`src/rtl/axil_write_master.sv`:
```
// AXI-Lite write-channel engine: latches one addr/data pair per start and runs
// an AW/W/B transaction, reporting done plus a held response and timeout flag.
module axil_write_master #(
    parameter int ADDR_WDTH      = 4,
    parameter int DATA_WDTH      = 32,
    parameter int RESP_WDTH      = 1,
    parameter int TIMEOUT_CYCLES = 255,
    parameter int TMO_WDTH       = 8
) (
    input  logic                 clk,
    input  logic                 rst_n,
    input  logic                 start,
    input  logic [ADDR_WDTH-1:0] write_addr,
    input  logic [DATA_WDTH-1:0] write_data,
    output logic                 done,
    output logic [RESP_WDTH-1:0] b_resp_out,
    output logic                 busy,
    output logic                 timeout,
    output logic                 aw_valid,
    input  logic                 aw_ready,
    output logic [ADDR_WDTH-1:0] aw_addr,
    output logic                 w_valid,
    input  logic                 w_ready,
    output logic [DATA_WDTH-1:0] w_data,
    input  logic                 b_valid,
    output logic                 b_ready,
    input  logic [RESP_WDTH-1:0] b_resp
);

    // state    | meaning
    // S_IDLE   | waiting for start
    // S_AW_W   | AW and W both pending
    // S_AW     | W accepted, AW pending
    // S_W      | AW accepted, W pending
    // S_WAIT_B | both accepted, waiting for B or timeout
    // S_RESP   | one-cycle done pulse
    typedef enum logic [2:0] {
        S_IDLE   = 3'd0,
        S_AW_W   = 3'd1,
        S_AW     = 3'd2,
        S_W      = 3'd3,
        S_WAIT_B = 3'd4,
        S_RESP   = 3'd5
    } state_t;

    localparam logic [TMO_WDTH-1:0] TMO_LAST = TMO_WDTH'(TIMEOUT_CYCLES - 1);
    localparam logic [TMO_WDTH-1:0] TMO_ONE  = TMO_WDTH'(1);

    state_t              state;
    state_t              state_nxt;
    logic [TMO_WDTH-1:0] tmo_cnt;
    logic                accept;
    logic                expire;

    assign accept = start && ((state == S_IDLE) || (state == S_RESP));
    // Counter holds the number of cycles already spent in S_WAIT_B.
    assign expire = (tmo_cnt == TMO_LAST);

    always_ff @(posedge clk or negedge rst_n) begin
        if (!rst_n) begin
            state <= S_IDLE;
        end else begin
            state <= state_nxt;
        end
    end

    always_comb begin
        state_nxt = state;
        case (state)
            S_IDLE: begin
                if (start) state_nxt = S_AW_W;
            end
            S_AW_W: begin
                if (aw_ready && w_ready) state_nxt = S_WAIT_B;
                else if (aw_ready)       state_nxt = S_W;
                else if (w_ready)        state_nxt = S_AW;
            end
            S_AW: begin
                if (aw_ready) state_nxt = S_WAIT_B;
            end
            S_W: begin
                if (w_ready) state_nxt = S_WAIT_B;
            end
            S_WAIT_B: begin
                if (b_valid || expire) state_nxt = S_RESP;
            end
            S_RESP: begin
                state_nxt = start ? S_AW_W : S_IDLE;
            end
            default: state_nxt = S_IDLE;
        endcase
    end

    always_comb begin
        aw_valid = 1'b0;
        w_valid  = 1'b0;
        b_ready  = 1'b0;
        done     = 1'b0;
        busy     = (state != S_IDLE);
        case (state)
            S_AW_W: begin
                aw_valid = 1'b1;
                w_valid  = 1'b1;
            end
            S_AW:     aw_valid = 1'b1;
            S_W:      w_valid  = 1'b1;
            S_WAIT_B: b_ready  = 1'b1;
            S_RESP:   done     = 1'b1;
            default: ;
        endcase
    end

    always_ff @(posedge clk or negedge rst_n) begin
        if (!rst_n) begin
            tmo_cnt <= '0;
        end else if (state == S_WAIT_B) begin
            tmo_cnt <= tmo_cnt + TMO_ONE;
        end else begin
            tmo_cnt <= '0;
        end
    end

    always_ff @(posedge clk or negedge rst_n) begin
        if (!rst_n) begin
            aw_addr    <= '0;
            w_data     <= '0;
            b_resp_out <= '0;
            timeout    <= 1'b0;
        end else begin
            if (accept) begin
                aw_addr <= write_addr;
                w_data  <= write_data;
                timeout <= 1'b0;
            end
            // b_valid takes priority over a coincident expiry.
            if (state == S_WAIT_B) begin
                if (b_valid) begin
                    b_resp_out <= b_resp;
                end else if (expire) begin
                    b_resp_out <= '0;
                    timeout    <= 1'b1;
                end
            end
        end
    end

endmodule
```
`config.mk`:
```
export PLATFORM = sky130hd
export DESIGN_NAME = axil_write_master
export DESIGN_NICKNAME = d
export VERILOG_FILES = /design/src/rtl/axil_write_master.sv
export SDC_FILE = /design/constraint.sdc
export NUM_CORES = 1
export LEC_CHECK = 0
export CAP_MARGIN = 0
export CORE_MARGIN = 10
export CORE_UTILIZATION = 46
export DETAILED_ROUTE_END_ITERATION = 12
export PLACE_DENSITY = 0.9
export SYNTH_ARGS = -nofsm -noshare
export SYNTH_HDL_FRONTEND = slang
export SYNTH_SLANG_ARGS = --single-unit
```
`constraint.sdc`:
```
create_clock -name clk -period 3.2 [get_ports clk]
set_input_delay 0.48 -clock clk [delete_from_list [all_inputs] [get_ports clk]]
set_output_delay 0.48 -clock clk [all_outputs]
set_load 0.02 [all_outputs]
```
==> metrics.md <==
| Metric | Value |
|---|---|
| CTS tree | `built` |
| Critical path startpoint category | `register` |
| Run status | `complete, no violations` |
| Area Growth Syn to Fin | `44.93%` |
| Worst R2R Path Depth | `4` |
| Mux share of post-synthesis cell area | `19.33%` |
| Syn Area/Cell | `13.44 sq um` |
| Remaining Overflow, GRT | `0` |
| Clk sink count | `49` |
| Fin nets | `286` |
| Longest Clk Path Bufs | `2` |
| Asr flop ratio synth | `100.0%` |
| Final ANT Viol Nets | `0` |
| Clk_skew | `0.009052 ns` |
| Synth unique cells | `30` |
| Largest net degree at the start of global routing | `50` |
| Final Cell Area | `3039 sq um` |
| FILL cells | `331` |
| DR WL/cell | `16.84 microns` |
| Fmax achieved | `394.1 MHz` |
| Critical Path AT | `2.06 ns` |
| Initial DRC count | `40` |
| Crit path from | `state[1]$_DFFE_PN0P_` |
| Kind of critical path | `register to output pin` |
| Most used DFF post-synth | `dfrtp_1` |
| Routed wire length | `4950 microns` |
| Leakage | `1.254 nW` |
| Post-CTS Resized | `0` |
| Synth Cell Area | `2097 sq um` |
| Die area | `7660 sq um` |
| Clock Latency Late Sink | `0.29 ns` |
| Worst-path cell chain | `or3b_4 -> inv_1 -> clkdlybuf4s50_1` |
| CTS buffer count | `5` |
| CTS clk-pin slew, worst paths | `0.09 ns` |
| Dominant cell type by area after synthesis | `dfrtp_1` |
| Core ar. | `4384 sq um` |
| Share of the synthesized area in the top cell type | `58.47%` |
| Starting Density | `47.83%` |
| Syn. warnings | `0` |
| Global-route wire length before repair | `7914 microns` |
| Slew of the pin with the lowest slew margin | `1.050 ns` |
| Gr usage total | `12.94%` |
| Post-synth EDFFs | `0` |
| CTS root buffer | `clkbuf_8` |
| CTS hold repair buffers | `0` |
| Antenna violations before repair | `0` |
| Worst r2r src | `state[0]$_DFFE_PN0P_` |
| First-pass DRT Iterations | `4` |
| Dominant cells by area after synthesis | `dfrtp_1 (58%), mux2_2 (19%), buf_6 (2.1%), nand3_1 (1.9%), o21ai_0 (1.4%)` |
| Max Cap Viol | `0` |
| DRC errors left | `0` |
| Synthesis-stage register bit count | `49` |
| Die Ht | `87.52 microns` |
| Pwr/cell area | `960.6 nW/um^2` |
| CP required | `2.72 ns` |
| Tmin final | `2.537 ns` |
| Sequential area share after synthesis | `58.47%` |
| Vias after detailed routing | `1523` |
| Vias in the first global route | `1574` |
| Placement Cell Area | `2953 sq um` |
| H-tree Lvls | `2` |
| # IOs | `86` |
| Slew headroom | `30.01%` |
| Crit path max fanout | `12` |
| Horiz. Die Dim | `87.52 microns` |
| Share of cells above drive strength 1 | `21.07%` |
| Final period utilization | `79.29%` |
| GP Congestion | `0.7975` |
| Vias per cell | `5.180` |
| Worst path max stage delay | `0.61 ns` |
| Final Hold Vio Count | `0` |
| Port bufs | `85` |
| Post-Syn Nets | `201` |
| Mapped Cells | `156` |
| Worst hold path type | `primary input to asynchronous set/reset pin` |
| ANT cells | `0` |
| Worst VDD drop | `569.5 uV` |
| Most numerous cell types in the synthesized netlist | `dfrtp_1 (49), mux2_2 (36), nand3_1 (8)` |
| Largest family of logic cells by synthesized area | `multiplexers` |
| RSZ-0062 raised after global routing | `false` |
| Synth Area in Compound Gates | `4.833%` |
| Simple-gate share of the synthesized area | `10.02%` |
| XOR/XNOR share of the synthesized area | `1.671%` |
| Post-route setup TNS | `0 ns` |
| Max-slew violation count | `0` |
| Slowest CP cell | `clkdlybuf4s50_1` |
| # rows | `24` |
| Adder-cell share of the synthesized area | `1.193%` |
| Most common cell in the netlist | `dfrtp_1` |
| Final Setup Violations | `0` |
| Worst setup EP type | `output pin` |
| Final Worst Setup Slack | `0.6628 ns` |
| Setup bufs post-CTS | `0` |
| DP HPWL | `3865 microns` |
| Power Total | `2.919 mW` |
| DP Worst Slack | `1.003 ns` |
==> layout by cell type (no fill, tap or decap), drive strengths merged, types with 2 or more instances in the layout <==
| cell | count |
|---|---|
| nor2 | 7 |
| xor2 | 2 |
| nand2 | 4 |
| clkinv | 2 |
| o21ai | 7 |
| xnor2 | 2 |
| and3b | 2 |
| clkdlybuf4s50 | 84 |
| nand3 | 8 |
| dfrtp | 49 |
| or3 | 4 |
| mux2 | 36 |
| buf | 2 |
| inv | 6 |
| ha | 2 |
| a21oi | 4 |
| clkbuf | 5 |
| nor2b | 4 |
==> routing by layer <==
metal | global-route usage (%) | wire length (microns) | share of wire, % | vias to the layer above
met3 | 5.056 | 408 | 8.2 | 2
met4 | 3.043 | 15 | 0.30 | 0
li1 | - | - | - | 713
met5 | 0 | 0 | 0 | -
met2 | 21.43 | 2422 | 49 | 57
met1 | 15.44 | 2104 | 43 | 751
==> kinds of logic (layout without fill, tap and decap cells) <==
kind of cell	after synthesis	after routing
buf+inv	14	100
simple gates	35	35
compound gates	16	16
fa+ha+maj	2	2
mux	36	36
xor+xnor	4	4
flops	49	49
==> sequential cells by signal, indices dropped and copies added (netlist names) <==
name / flops
aw_addr: 4
b_resp_out: 1
state: 3
timeout: 1
tmo_cnt: 8
w_data: 32
==> stage by stage <==
stage / hold slack [ns] / std cells / utilization [%]
global placement: 0.4876 / 286 / 67.35
finish: 0.3789 / 294 / 69.32
floorplan: 0.1844 / 156 / -
global route: 0.4511 / 294 / 69.32
CTS: 0.4107 / 294 / 69.32
detailed placement: 0.4939 / 286 / 67.35
==> worst paths after layout <==
kind                                           to  slack (ns)
min reg2reg                w_data[11]$_DFFE_PN0P_        0.51
min in group clk           w_data[11]$_DFFE_PN0P_        0.51
max in group asynchronous    state[2]$_DFFE_PN0P_        2.19
max reg2reg                 w_data[5]$_DFFE_PN0P_        1.26
min                        aw_addr[0]$_DFFE_PN0P_        0.38
max                                       b_ready        0.66
==> cell type report <==
cell class / count / area, sq um / share of cell area [%]
repair buffers: 86 / 853.3 / 28.08
clock buffers: 5 / 68.82 / 2.264
multi-input cells: 93 / 785.8 / 25.85
inverters: 6 / 22.52 / 0.7410
flip-flops and latches: 49 / 1226 / 40.35
well taps: 52 / 65.06 / 2.141
clock inverters: 3 / 17.52 / 0.5764
==> report_power, final <==
group | leakage, nW | total [mW] | switching (mW) | internal [mW]
Combinational | 0.615 | 1.52 | 0.702 | 0.820
Clock | 0.0439 | 0.350 | 0.199 | 0.151
Sequential | 0.595 | 1.05 | 0.167 | 0.880
Total | 1.25 | 2.92 | 1.07 | 1.85
==> critical path, delay by kind of cell (launching register included) <==
kind / cells / cell delay (ns)
buffers and inverters: 2 / 0.73
flip-flops: 1 / 0.52
AND/OR/NAND/NOR: 1 / 0.50
(Power assumes the default switching activity.)
